## config.mk

```make
export PLATFORM = sky130hd
export DESIGN_NAME = l1_l2_arbiter
export DESIGN_NICKNAME = d
export VERILOG_FILES = /design/src/rtl/l1_l2_arbiter.sv
export SDC_FILE = /design/constraint.sdc
export NUM_CORES = 1
export LEC_CHECK = 0
export CORE_AREA = 2 2 115 117
export DETAILED_ROUTE_END_ITERATION = 10
export DIE_AREA = 0 0 117 119
export GPL_TIMING_DRIVEN = 0
export PLACE_DENSITY = 0.71
export SLEW_MARGIN = 20
export SYNTH_ARGS = -nofsm -noshare
export SYNTH_HDL_FRONTEND = slang
export SYNTH_SLANG_ARGS = --single-unit
```

## constraint.sdc

```tcl
create_clock -name clk -period 5 [get_ports clk]
set_input_delay 1.25 -clock clk [delete_from_list [all_inputs] [get_ports clk]]
set_output_delay 1.25 -clock clk [all_outputs]
set_load 0.005 [all_outputs]
```

## src/rtl/l1_l2_arbiter.sv

```systemverilog
// Purpose: shares one L2 request port among L1 requesters (0=DCACHE 1=ICACHE 2=DMMU 3=IMMU);
//          round-robin grant, in-order write-data steering via a tracking FIFO, read returns routed by ID.
// Latency: req_valid -> l2_req_valid 1 cycle, >=2 cycles per request; write/read data paths combinational.
// Backpressure: l2_req_ready holds the grant; a full tracking FIFO masks writes only; l2_wr_ready -> wr_ready[head].
// Option: define L1_ARB_FIXED_PRIORITY_EN for fixed priority (lowest index wins) instead of round-robin.
module l1_l2_arbiter #(
  parameter int NUM_REQ     = 2,
  parameter int ADDR_W      = 30,
  parameter int BURST_W     = 2,
  parameter int TRACK_DEPTH = 4
) (
  input  logic                       clk,
  input  logic                       rst_n,
  input  logic [NUM_REQ-1:0]         req_valid,
  output logic [NUM_REQ-1:0]         req_ready,
  input  logic [NUM_REQ*ADDR_W-1:0]  req_addr,
  input  logic [NUM_REQ-1:0]         req_rnw,
  input  logic [NUM_REQ*4-1:0]       req_be,
  input  logic [NUM_REQ*BURST_W-1:0] req_len,
  input  logic [NUM_REQ-1:0]         wr_valid,
  output logic [NUM_REQ-1:0]         wr_ready,
  input  logic [NUM_REQ*32-1:0]      wr_data,
  output logic                       l2_req_valid,
  input  logic                       l2_req_ready,
  output logic [ADDR_W-1:0]          l2_req_addr,
  output logic                       l2_req_rnw,
  output logic [3:0]                 l2_req_be,
  output logic [BURST_W-1:0]         l2_req_len,
  output logic [1:0]                 l2_req_id,
  output logic                       l2_wr_valid,
  input  logic                       l2_wr_ready,
  output logic [31:0]                l2_wr_data,
  input  logic                       l2_rd_valid,
  input  logic [1:0]                 l2_rd_id,
  input  logic [31:0]                l2_rd_data,
  output logic [NUM_REQ-1:0]         rd_valid,
  output logic [31:0]                rd_data
);

  localparam int PW = $clog2(TRACK_DEPTH);

  typedef enum logic {IDLE, GRANTED} state_t;

  state_t             state;
  logic [1:0]         grant;
  logic               granted;
  logic               handshake;
  logic               push;
  logic               pop;
  logic               beat;
  logic               fifo_full;
  logic               fifo_empty;
  logic [NUM_REQ-1:0] eligible;
  logic               pick_vld;
  logic [1:0]         pick_id;

  logic [ADDR_W-1:0]  sel_addr;
  logic               sel_rnw;
  logic [3:0]         sel_be;
  logic [BURST_W-1:0] sel_len;
  logic               sel_rvalid;

  logic [1:0]         id_mem  [TRACK_DEPTH];
  logic [BURST_W-1:0] len_mem [TRACK_DEPTH];
  logic [PW-1:0]      wptr;
  logic [PW-1:0]      rptr;
  logic [PW:0]        count;
  logic [BURST_W-1:0] beat_cnt;
  logic [1:0]         head_id;
  logic [BURST_W-1:0] head_len;

`ifndef L1_ARB_FIXED_PRIORITY_EN
  logic [1:0]         rr_ptr;
`endif

  assign granted    = (state == GRANTED);
  assign handshake  = granted & l2_req_ready;
  assign push       = handshake & ~sel_rnw;
  assign fifo_full  = (count == (PW+1)'(TRACK_DEPTH));
  assign fifo_empty = (count == '0);
  assign head_id    = id_mem[rptr];
  assign head_len   = len_mem[rptr];

  // Mux the granted requester's request fields.
  always_comb begin
    sel_addr   = '0;
    sel_rnw    = 1'b0;
    sel_be     = '0;
    sel_len    = '0;
    sel_rvalid = 1'b0;
    for (int i = 0; i < NUM_REQ; i++) begin
      if (grant == 2'(i)) begin
        sel_addr   = req_addr[i*ADDR_W +: ADDR_W];
        sel_rnw    = req_rnw[i];
        sel_be     = req_be[i*4 +: 4];
        sel_len    = req_len[i*BURST_W +: BURST_W];
        sel_rvalid = req_valid[i];
      end
    end
  end

  // A write is only eligible while the tracking FIFO has room; reads always are.
  always_comb begin
    for (int i = 0; i < NUM_REQ; i++) begin
      eligible[i] = req_valid[i] & ~(~req_rnw[i] & fifo_full);
    end
  end

`ifdef L1_ARB_FIXED_PRIORITY_EN
  // Lowest-index eligible requester wins; scanning downward leaves the lowest hit.
  always_comb begin
    pick_vld = 1'b0;
    pick_id  = '0;
    for (int i = NUM_REQ-1; i >= 0; i--) begin
      if (eligible[i]) begin
        pick_vld = 1'b1;
        pick_id  = 2'(i);
      end
    end
  end
`else
  // First eligible at or after rr_ptr; scanning offsets downward leaves the nearest hit.
  always_comb begin
    int idx;
    pick_vld = 1'b0;
    pick_id  = '0;
    idx      = 0;
    for (int k = NUM_REQ-1; k >= 0; k--) begin
      idx = int'(rr_ptr) + k;
      if (idx >= NUM_REQ) idx = idx - NUM_REQ;
      for (int j = 0; j < NUM_REQ; j++) begin
        if (j == idx && eligible[j]) begin
          pick_vld = 1'b1;
          pick_id  = 2'(j);
        end
      end
    end
  end
`endif

  // Request FSM: latch a grant in IDLE, hold it until L2 accepts.
  always_ff @(posedge clk or negedge rst_n) begin
    if (!rst_n) begin
      state  <= IDLE;
      grant  <= '0;
`ifndef L1_ARB_FIXED_PRIORITY_EN
      rr_ptr <= '0;
`endif
    end else begin
      case (state)
        IDLE: begin
          if (pick_vld) begin
            grant <= pick_id;
            state <= GRANTED;
          end
        end
        GRANTED: begin
          if (l2_req_ready) begin
            state <= IDLE;
`ifndef L1_ARB_FIXED_PRIORITY_EN
            rr_ptr <= (grant == 2'(NUM_REQ-1)) ? 2'd0 : grant + 2'd1;
`endif
          end
        end
        default: state <= IDLE;
      endcase
    end
  end

  assign l2_req_valid = granted;
  assign l2_req_addr  = granted ? sel_addr : '0;
  assign l2_req_rnw   = granted ? sel_rnw  : 1'b0;
  assign l2_req_be    = granted ? sel_be   : '0;
  assign l2_req_len   = granted ? sel_len  : '0;
  assign l2_req_id    = granted ? grant    : '0;

  // One-cycle acceptance pulse back to the granted requester.
  always_comb begin
    for (int i = 0; i < NUM_REQ; i++) begin
      req_ready[i] = handshake & (grant == 2'(i));
    end
  end

  // Steer write beats from the requester at the FIFO head only.
  always_comb begin
    l2_wr_valid = 1'b0;
    l2_wr_data  = '0;
    wr_ready    = '0;
    for (int i = 0; i < NUM_REQ; i++) begin
      if (!fifo_empty && head_id == 2'(i)) begin
        l2_wr_valid = wr_valid[i];
        l2_wr_data  = wr_data[i*32 +: 32];
        wr_ready[i] = l2_wr_ready;
      end
    end
  end

  assign beat = l2_wr_valid & l2_wr_ready;
  assign pop  = beat & (beat_cnt == head_len);

  // Write-tracking FIFO and beat counter; head entry retires on its last beat.
  always_ff @(posedge clk or negedge rst_n) begin
    if (!rst_n) begin
      wptr     <= '0;
      rptr     <= '0;
      count    <= '0;
      beat_cnt <= '0;
      for (int i = 0; i < TRACK_DEPTH; i++) begin
        id_mem[i]  <= '0;
        len_mem[i] <= '0;
      end
    end else begin
      if (push) begin
        id_mem[wptr]  <= grant;
        len_mem[wptr] <= sel_len;
        wptr          <= wptr + 1'b1;
      end
      if (pop) rptr <= rptr + 1'b1;
      case ({push, pop})
        2'b10:   count <= count + 1'b1;
        2'b01:   count <= count - 1'b1;
        default: count <= count;
      endcase
      if (pop) beat_cnt <= '0;
      else if (beat) beat_cnt <= beat_cnt + 1'b1;
    end
  end

  // Read returns go to the requester named by l2_rd_id; data is broadcast.
  always_comb begin
    for (int i = 0; i < NUM_REQ; i++) begin
      rd_valid[i] = l2_rd_valid && (l2_rd_id == 2'(i));
    end
  end

  assign rd_data = l2_rd_data;

  // Requesters must hold their request until it is accepted.
  a_req_hold: assert property (@(posedge clk) disable iff (!rst_n) granted |-> sel_rvalid);

  // Read returns must name an existing requester.
  a_rd_id: assert property (@(posedge clk) disable iff (!rst_n) l2_rd_valid |-> (int'(l2_rd_id) < NUM_REQ));

endmodule

```

======== After elaboration in Yosys (flattened, before gate mapping) ========
Index checks and enable logic that the tools add are counted.
storage, ports and cells
  bits in registers ....................... 30
  latch bits .............................. 0
  RAM bits ................................ 0
  ROM bits ................................ 0
  input port bits ......................... 181
  word-level logic and storage cells ...... 121
  memories ................................ 0
cells by class
  add/sub/neg operators ................... 9
  multiply operators ...................... 0
  divide/modulo/power cells ............... 0
  order comparisons ....................... 5
  equality and inequality tests ........... 9
  shift operators ......................... 0
  mux-type cells .......................... 45
  bitwise operators ....................... 18
  reduce and logical (&&, ||, !) cells .... 20
operators by type and width
  cell                                               count
  two-way mux 32 bit                                 4
  two-way mux 30 bit                                 3
  == test 2 x 32 -> 1 bit (first input constant)     2
  zero test 32 bit                                   2
  two-way mux 2 bit                                  14
  bitwise mux 8 bit                                  2
  two-way mux 1 bit                                  14
  two-way mux 4 bit                                  3
  AND 1 bit                                          10
  logical AND 1 bit                                  9
  adder 2 x 1 -> 2 bit (second input constant)       4
  binary-select mux 2 bit (select 2 bit)             2
  == test 2 x 1 -> 1 bit (second input constant)     4
  >= comparator 3 bit (second input constant)        2
  zero test 2 bit                                    3
  NOT 1 bit                                          6
  NOT 2 -> 3 bit                                     2
  one-hot mux 3 bit (2 select lines)                 1
  demux 2 bit (select 2 bit)                         1
  AND reduction 2 bit                                2
  nonzero test 2 bit                                 2
  subtractor 3 x 2 -> 4 bit (second input constant)  1
  adder 2 x 1 -> 3 bit (second input constant)       1
  adder 3 x 1 -> 3 bit (second input constant)       1
  other kinds (11)                                   11

======== Depth between registers and ports, before layout ========
Gate-level depths: netlist of the first run.
  word-level depth ........................ 12
  mapped depth ............................ 12

======== Worst setup path before layout of the first run ========
Ideal clock, no wire load.
  path kind ............................... input port to output port
  from .................................... input port req_len[2]
  to ...................................... output port l2_req_len[0]
  arrival time ............................ 1.690 ns
  path slack .............................. 2.060 ns
  stages .................................. 2
  buffers on the path ..................... 0
  cell sequence ........................... mux2_2 -> and2_1
on the way
  cells in the longest elaborated chain, start to end .. 2
ends and longest elaborated chain
  what               RTL line  source
  start, declared    19        input logic [NUM_REQ*BURST_W-1:0] req_len,
  two-way mux 2 bit  92        if (grant == 2'(i)) begin
  two-way mux 2 bit  174       assign l2_req_len = granted ? sel_len : '0;
  end, declared      28        output logic [BURST_W-1:0] l2_req_len,
No other way between the ends.

======== Final worst setup path of the first run ========
  from .................................... input port l2_rd_valid
  to ...................................... output port rd_valid[0]
on the way
  cells in the longest elaborated chain, start to end .. 1
ends and longest elaborated chain
  what               RTL line  source
  start, declared    33        input logic l2_rd_valid,
  logical AND 1 bit  232       rd_valid[i] = l2_rd_valid && (l2_rd_id == 2'(i));
  end, declared      36        output logic [NUM_REQ-1:0] rd_valid,
No other way between the ends.

==> out/summary.txt, run 1 <==
post-cts resize count - 0
Final WS setup - 1090 ps
minimum clock period - 3910 ps
Worst Skew - 2.16 ps
Post-synth EDFFs - 0
async set or reset register ratio after synthesis - 100%
cell count after synthesis - 332
LEAKAGE - 0.00235 uW
worst-margin pin slew - 714 ps
Max IR drop VDD - 0.212 mV
Area Growth Syn to Fin - 107%
r2r endpoint - count[2]$_DFFE_PN0P_
per-cell routed wire length - 14.1 um
Residual DRC - 0
status - finished, final reports clean
total negative slack - 0 ps
end point of the worst hold path - len_mem[0]$_DFFE_PN0P_
reg2reg path depth - 12
CP Launch Type - primary input
WP buf/inv - 2
PortBufs - 258
slew margin rel. - 52.4%
Reg clk slew, reported paths - 60 ps
share of cells above drive strength 1 - 11.6%
CP delay by family, top - buffers and inverters
Vias - 3261
chip width - 117 um
Avg Inst Size Synth - 8.13 um^2
CTS Sinks - 24
Vias per Instance - 4.24
number of max-cap violations - 0
FF-to-FF Start - rptr[0]$_DFFE_PN0P_
die span in y - 119 um
Ant. Diodes - 0
final cell count without fillers - 769
RSZ-0062 raised after global routing - false
Cell Area, Synth - 2700 um^2
leading cell type in the layout, fill and taps excluded - clkdlybuf4s50_1
grt peak-use layer - met2
CTS max path bufs - 2
most frequent cells in the layout - clkdlybuf4s50_1 (257), nand2_1 (73), mux2i_1 (38), nor2b_1 (38), buf_4 (33)
area of the die - 13900 um^2
Initial Util - 21.0%
CP most frequent cell - clkdlybuf4s50_1
Placed Instances - 766
largest net degree at the start of global routing - 25
initial antenna violation count - 0
CTS root buf - clkbuf_16
sequential fraction of the synthesis area - 22.3%
CP Capture Type - output pin
GRT met2 Usage - 29.3%
global-route wire length before repair - 16.4 mm
Hold Path Depth - 1
Hold Path Class - flop to flop
flop2flop setup slack - 2350 ps
Slew Limit Fails - 0
routability cong. - 0.791
CP required - 3750 ps
Synth Flop Type - dfrtp_1
Hold Crit Start - len_mem[0]$_DFFE_PN0P_
Clock Latency Late Sink - 250 ps
Peak Freq - 0.256 GHz
# setup viols final - 0
core area - 12900 um^2
Routed Wire Length - 10.9 mm
CP max FO - 2
Largest stage delay, worst path - 570 ps
net count of the finished layout - 782
# hold bufs at CTS - 0
initial detailed-routing violation count - 38
CTS tree - built
WP data arrival - 2660 ps
Detail Placement HPWL - 9.39 mm
Total Routing Usage GR - 14.6%
Setup CP Type - primary input to output pin
# Post-CTS Setup Buffers - 0
Filler cells - 1262
met1 usage - 15.0%
synth unique cells - 42
H-tree Lvls - 1
pwr/cell area - 474 nW/um^2
Place WS - 1120 ps
number of global-route vias before repair - 3369
CTS buffer count - 3
Synth warnings - 0
CP max stage cell - clkdlybuf4s50_1
flops & latches, synth - 24
# rows - 42
Antenna Nets Post-Route - 0
# IOs - 292
Synth Net Count - 519
CP Cell Sequence - clkdlybuf4s50_1 -> nor3b_1 -> clkdlybuf4s50_1
DRT Pass-1 Iters - 4
GR Overflow Total - 0
final hold violations - 0
routing usage on met3 - 3.97%
final cycle utilization of the critical path - 78.2%
-- cell type report --
cell class	instances	area [um^2]	share of cell area [%]
buffer	55	350	6.28
tap	176	220	3.95
inverter	7	26.3	0.471
timing repair buffer	258	2580	46.2
multi-input combinational	246	1730	30.9
sequential	24	601	10.8
clock buffer	3	75.1	1.35
-- routing by layer --
metal | share of wire [%] | wire length (um)
met5 | 0 | 0
met1 | 36 | 3890
met2 | 53 | 5800
met3 | 10 | 1130
met4 | 0.53 | 58
-- worst reg2reg max path, stage by stage (launching register included) --
cell and delay, ps:
dfrtp_1 340, buf_6 130, mux4_2 500, buf_6 160, mux2_4 230, nand4b_2 130, inv_1 80, ha_1 170
inv_1 60, fa_1 370, xor2_1 150, nor2_1 110, xor2_1 150
-- flip-flops by register name (all words and copies together) (netlist names) --
register / count
wptr: 2
rptr: 2
grant: 1
count: 3
beat_cnt: 2
id_mem: 4
len_mem: 8
l2_req_valid: 1
rr_ptr: 1
-- synth_stat cells (2+ instances only) --
library cell	instances	area, um^2
nand2_1	73	274
mux2i_1	38	380
nor2b_1	38	238
buf_4	33	248
a21oi_1	32	160
dfrtp_1	24	601
mux2_2	15	169
clkbuf_1	13	48.8
inv_1	7	26.3
ha_1	5	62.6
nor2_1	5	18.8
buf_2	4	20.0
xnor2_1	4	35.0
and2_1	3	18.8
and3_1	3	18.8
buf_1	3	11.3
mux4_2	3	67.6
a21o_1	2	15.0
buf_6	2	22.5
o21a_1	2	15.0
xor2_1	2	17.5
-- report_power, final --
part           internal [uW]  total (uW)  switching, uW  leakage [uW]
combinational           1210        2110            900       0.00203
sequential               290         366           75.1      0.000286
clock                    105         164           58.9     0.0000370
-- worst max path at each step --
| stage | end | startpoint | depth (start not counted) | slack, ps |
|---|---|---|---|---|
| 2_1_floorplan | l2_req_len[0] | req_len[2] | 2 | 2060 |
| 3_3_place_gp | req_ready[0] | l2_req_ready | 4 | 1120 |
| 3_5_place_dp | rd_valid[0] | l2_rd_valid | 3 | 1120 |
| 4_1_cts | l2_wr_data[23] | count[0]$_DFFE_PN0P_ | 4 | 1020 |
| 5_1_grt | l2_wr_data[27] | rptr[1]$_DFFE_PN0P_ | 7 | 1020 |
| 6_report | rd_valid[0] | l2_rd_valid | 3 | 1090 |
-- logic make-up after synthesis --
family | synth area share, %
compound gates | 8.95
other cells | 0.139
buf+inv | 14.0
mux | 24.3
xor+xnor | 3.57
flops | 22.3
fa+ha+maj | 3.06
simple gates | 23.8
-- per-stage QoR --
step | area (um^2) | power (uW) | hold WS, ps | utilization (%)
3_3_place_gp | 5500 | 2480 | 468 | 42.7
3_5_place_dp | 5500 | 2510 | 491 | 42.7
2_1_floorplan | 2700 | 1460 | 450 | -
5_1_grt | 5580 | 2870 | 521 | 43.3
4_1_cts | 5580 | 2680 | 504 | 43.3
6_report | 5580 | 2640 | 504 | 43.3
Power figures use the tool's default switching activity.
==> inputs of run 2 (changes only) <==
--- a/config.mk
+++ b/config.mk
@@ -5,11 +5,11 @@
 export SDC_FILE = /design/constraint.sdc
 export NUM_CORES = 1
 export LEC_CHECK = 0
-export CORE_AREA = 2 2 115 117
+export CORE_AREA = 2 2 112 114
 export DETAILED_ROUTE_END_ITERATION = 10
-export DIE_AREA = 0 0 117 119
+export DIE_AREA = 0 0 114 116
 export GPL_TIMING_DRIVEN = 0
-export PLACE_DENSITY = 0.71
+export PLACE_DENSITY = 0.74
 export SLEW_MARGIN = 20
 export SYNTH_ARGS = -nofsm -noshare
 export SYNTH_HDL_FRONTEND = slang
==> constraint.sdc (replaced) <==
create_clock -name clk -period 3.7 [get_ports clk]
set_input_delay 0.925 -clock clk [delete_from_list [all_inputs] [get_ports clk]]
set_output_delay 0.925 -clock clk [all_outputs]
set_load 0.005 [all_outputs]
==> run 2 against run 1 <==
Against the previous run:
- via count shrank 1.2%
- power rose by 38%
- critical endpoint is now l2_wr_data[9]
- global-route usage is 1.7 points higher
- first-iteration DRC count grew 53%
- largest power group unchanged
- highest routed layer unchanged
- largest cell class unchanged
- non-clock buffer count did not move
- clock power increased by 55%
- setup slack got worse by 820 ps
- clock skew hardly changed
- utilization up 3.3 points
- combinational power is 37% higher
- routed wire length is 4.7% higher
==> out/summary.txt, run 2 (same netlist as run 1, synthesis figures left out) <==
PortBufs - 258 (unchanged)
GR Overflow Total - 0 (unchanged)
# setup viols final - 0 (unchanged)
Hold Path Class - flop to flop
Reg clk slew, reported paths - 60 ps (about the same)
CTS buffer count - 3 (unchanged)
WP data arrival - 2500 ps (-160 ps)
Biggest register - len_mem
post-cts resize count - 0 (unchanged)
chip width - 114 um (-2.6%)
initial antenna violation count - 0 (unchanged)
Total Routing Usage GR - 16.3% (+1.7 points)
switching portion of total power - 39.6% (+0.46 points)
minimum clock period - 3430 ps
core area - 11900 um^2 (-7.5%)
Initial Util - 22.6% (+1.7 points)
die span in y - 116 um (-2.5%)
Logic pwr share - 79.6% (-0.3 points)
CP Capture Type - output pin
CTS tree - built
Peak Freq - 0.292 GHz
Final WS setup - 274 ps (-816 ps)
leading cell type in the layout, fill and taps excluded - clkdlybuf4s50_1
CTS max path bufs - 2 (unchanged)
Residual DRC - 0 (unchanged)
CP max FO - 10 (+8)
Antenna Nets Post-Route - 0 (unchanged)
LEAKAGE - 0.00236 uW (+0.27%)
global-route wire length before repair - 16.8 mm (+2.6%)
net count of the finished layout - 782 (unchanged)
Ant. Diodes - 0 (unchanged)
clock network fraction of design power - 7.0% (+0.8 points)
pwr/cell area - 656 nW/um^2 (+38%)
Routed Wire Length - 11.4 mm (+4.7%)
area of the die - 13200 um^2 (-5.0%)
largest net degree at the start of global routing - 25 (unchanged)
worst-margin pin slew - 959 ps (+245 ps)
# rows - 40 (-4.8%)
Clock Latency Late Sink - 260 ps (about the same)
CTS root buf - clkbuf_16
Slew Limit Fails - 0 (unchanged)
CTS Sinks - 24 (unchanged)
total negative slack - 0 ps (unchanged)
Worst Skew - 2.01 ps (-0.144 ps)
number of global-route vias before repair - 3469 (+3.0%)
Place WS - 432 ps (-692 ps)
Max IR drop VDD - 0.236 mV (+12%)
Detail Placement HPWL - 10.1 mm (+7.0%)
# hold bufs at CTS - 0 (unchanged)
most frequent cells in the layout - clkdlybuf4s50_1 (257), nand2_1 (73), mux2i_1 (38), nor2b_1 (38), buf_4 (33)
Setup CP Type - flop to output pin
Vias per Instance - 4.35 (+2.6%)
per-cell routed wire length - 15.4 um (+8.7%)
RSZ-0062 raised after global routing - false
DRT Pass-1 Iters - 4 (unchanged)
number of max-cap violations - 0 (unchanged)
status - finished, final reports clean
CP Launch Type - flop
hold slack - 490 ps (-13.6 ps)
Vias - 3223 (-1.2%)
biggest regs - len_mem: 8 flops, id_mem: 4 flops, count: 3 flops
slew margin rel. - 35.6% (-17 points)
# Post-CTS Setup Buffers - 0 (unchanged)
final hold violations - 0 (unchanged)
Sw Pwr - 1440 uW (+39%)
H-tree Lvls - 1 (unchanged)
CP required - 2770 ps (-980 ps)
initial detailed-routing violation count - 58 (+53%)
Filler cells - 1128 (-11%)
share of cells above drive strength 1 - 11.6% (-0.020 points)
number of flip-flops in the largest register - 8 (unchanged)
routability cong. - 0.820 (+3.7%)
sequential share of power - 13.4% (-0.4 points)
Power, Total - 3640 uW (+38%)
internal power - 2200 uW (+37%)
Area Growth Syn to Fin - 106%
final cycle utilization of the critical path - 92.6%
# IOs - 292 (unchanged)
[run 2: cell count changes in the layout (fill, tap and decap cells not counted)]
| cell | previous run | this run |
|---|---|---|
| nor3_1 | 0 | 1 |
| clkbuf_8 | 0 | 1 |
| nor3_2 | 1 | 0 |
[run 2: routing by layer]
metal	vias to the layer above	global-route usage, %	part of all wire [%]
met2	171	33.8	56
met4	0	4.88	1.5
li1	1592	-	-
met5	-	0	0
met1	1449	15.5	34
met3	11	3.97	8.7
[run 2: final timing paths]
path / from / end / slack [ps] / cells past startpoint
max: rptr[1]$_DFFE_PN0P_ / l2_wr_data[9] / 270 / 7
min: rr_ptr[0]$_DFFE_PN0P_ / rr_ptr[0]$_DFFE_PN0P_ / 490 / 1
max reg2reg: rptr[0]$_DFFE_PN0P_ / count[2]$_DFFE_PN0P_ / 990 / 12
min reg2reg: rr_ptr[0]$_DFFE_PN0P_ / rr_ptr[0]$_DFFE_PN0P_ / 490 / 1
max in group asynchronous: rst_n / count[2]$_DFFE_PN0P_ / 2690 / 1
min in group asynchronous: rst_n / len_mem[7]$_DFFE_PN0P_ / 650 / 1
[run 2: stage by stage]
stage	area, um^2	utilization (%)	std cells
2_1_floorplan	2700	-	332
5_1_grt	5550	46.6	741
4_1_cts	5550	46.6	741
3_3_place_gp	5460	45.9	737
6_report	5550	46.6	741
3_5_place_dp	5460	45.9	737
[run 2: worst max-delay path, stage by stage, from the launching register on]
cell,delay (ps)
dfrtp_1,310
buf_2,200
mux2i_1,210
mux2_2,270
clkbuf_1,340
nand2_1,90
a21oi_1,250
clkdlybuf4s50_1,550
[run 2: power groups by stage]
stage,logic (uW),clock network (uW),registers (uW)
6_report,2890,255,488
2_1_floorplan,1510,0,465
3_3_place_gp,2870,0,478
4_1_cts,2940,265,486
3_5_place_dp,2920,0,491
5_1_grt,3170,273,503
[run 2: cell type report]
type	instances	area, um^2	share of cell area (%)
multi-input combinational	246	1720	31.0
timing repair buffer	258	2580	46.5
sequential	24	601	10.8
inverter	7	26.3	0.474
buffer	55	350	6.31
tap	147	184	3.32
clock buffer	4	88.8	1.60
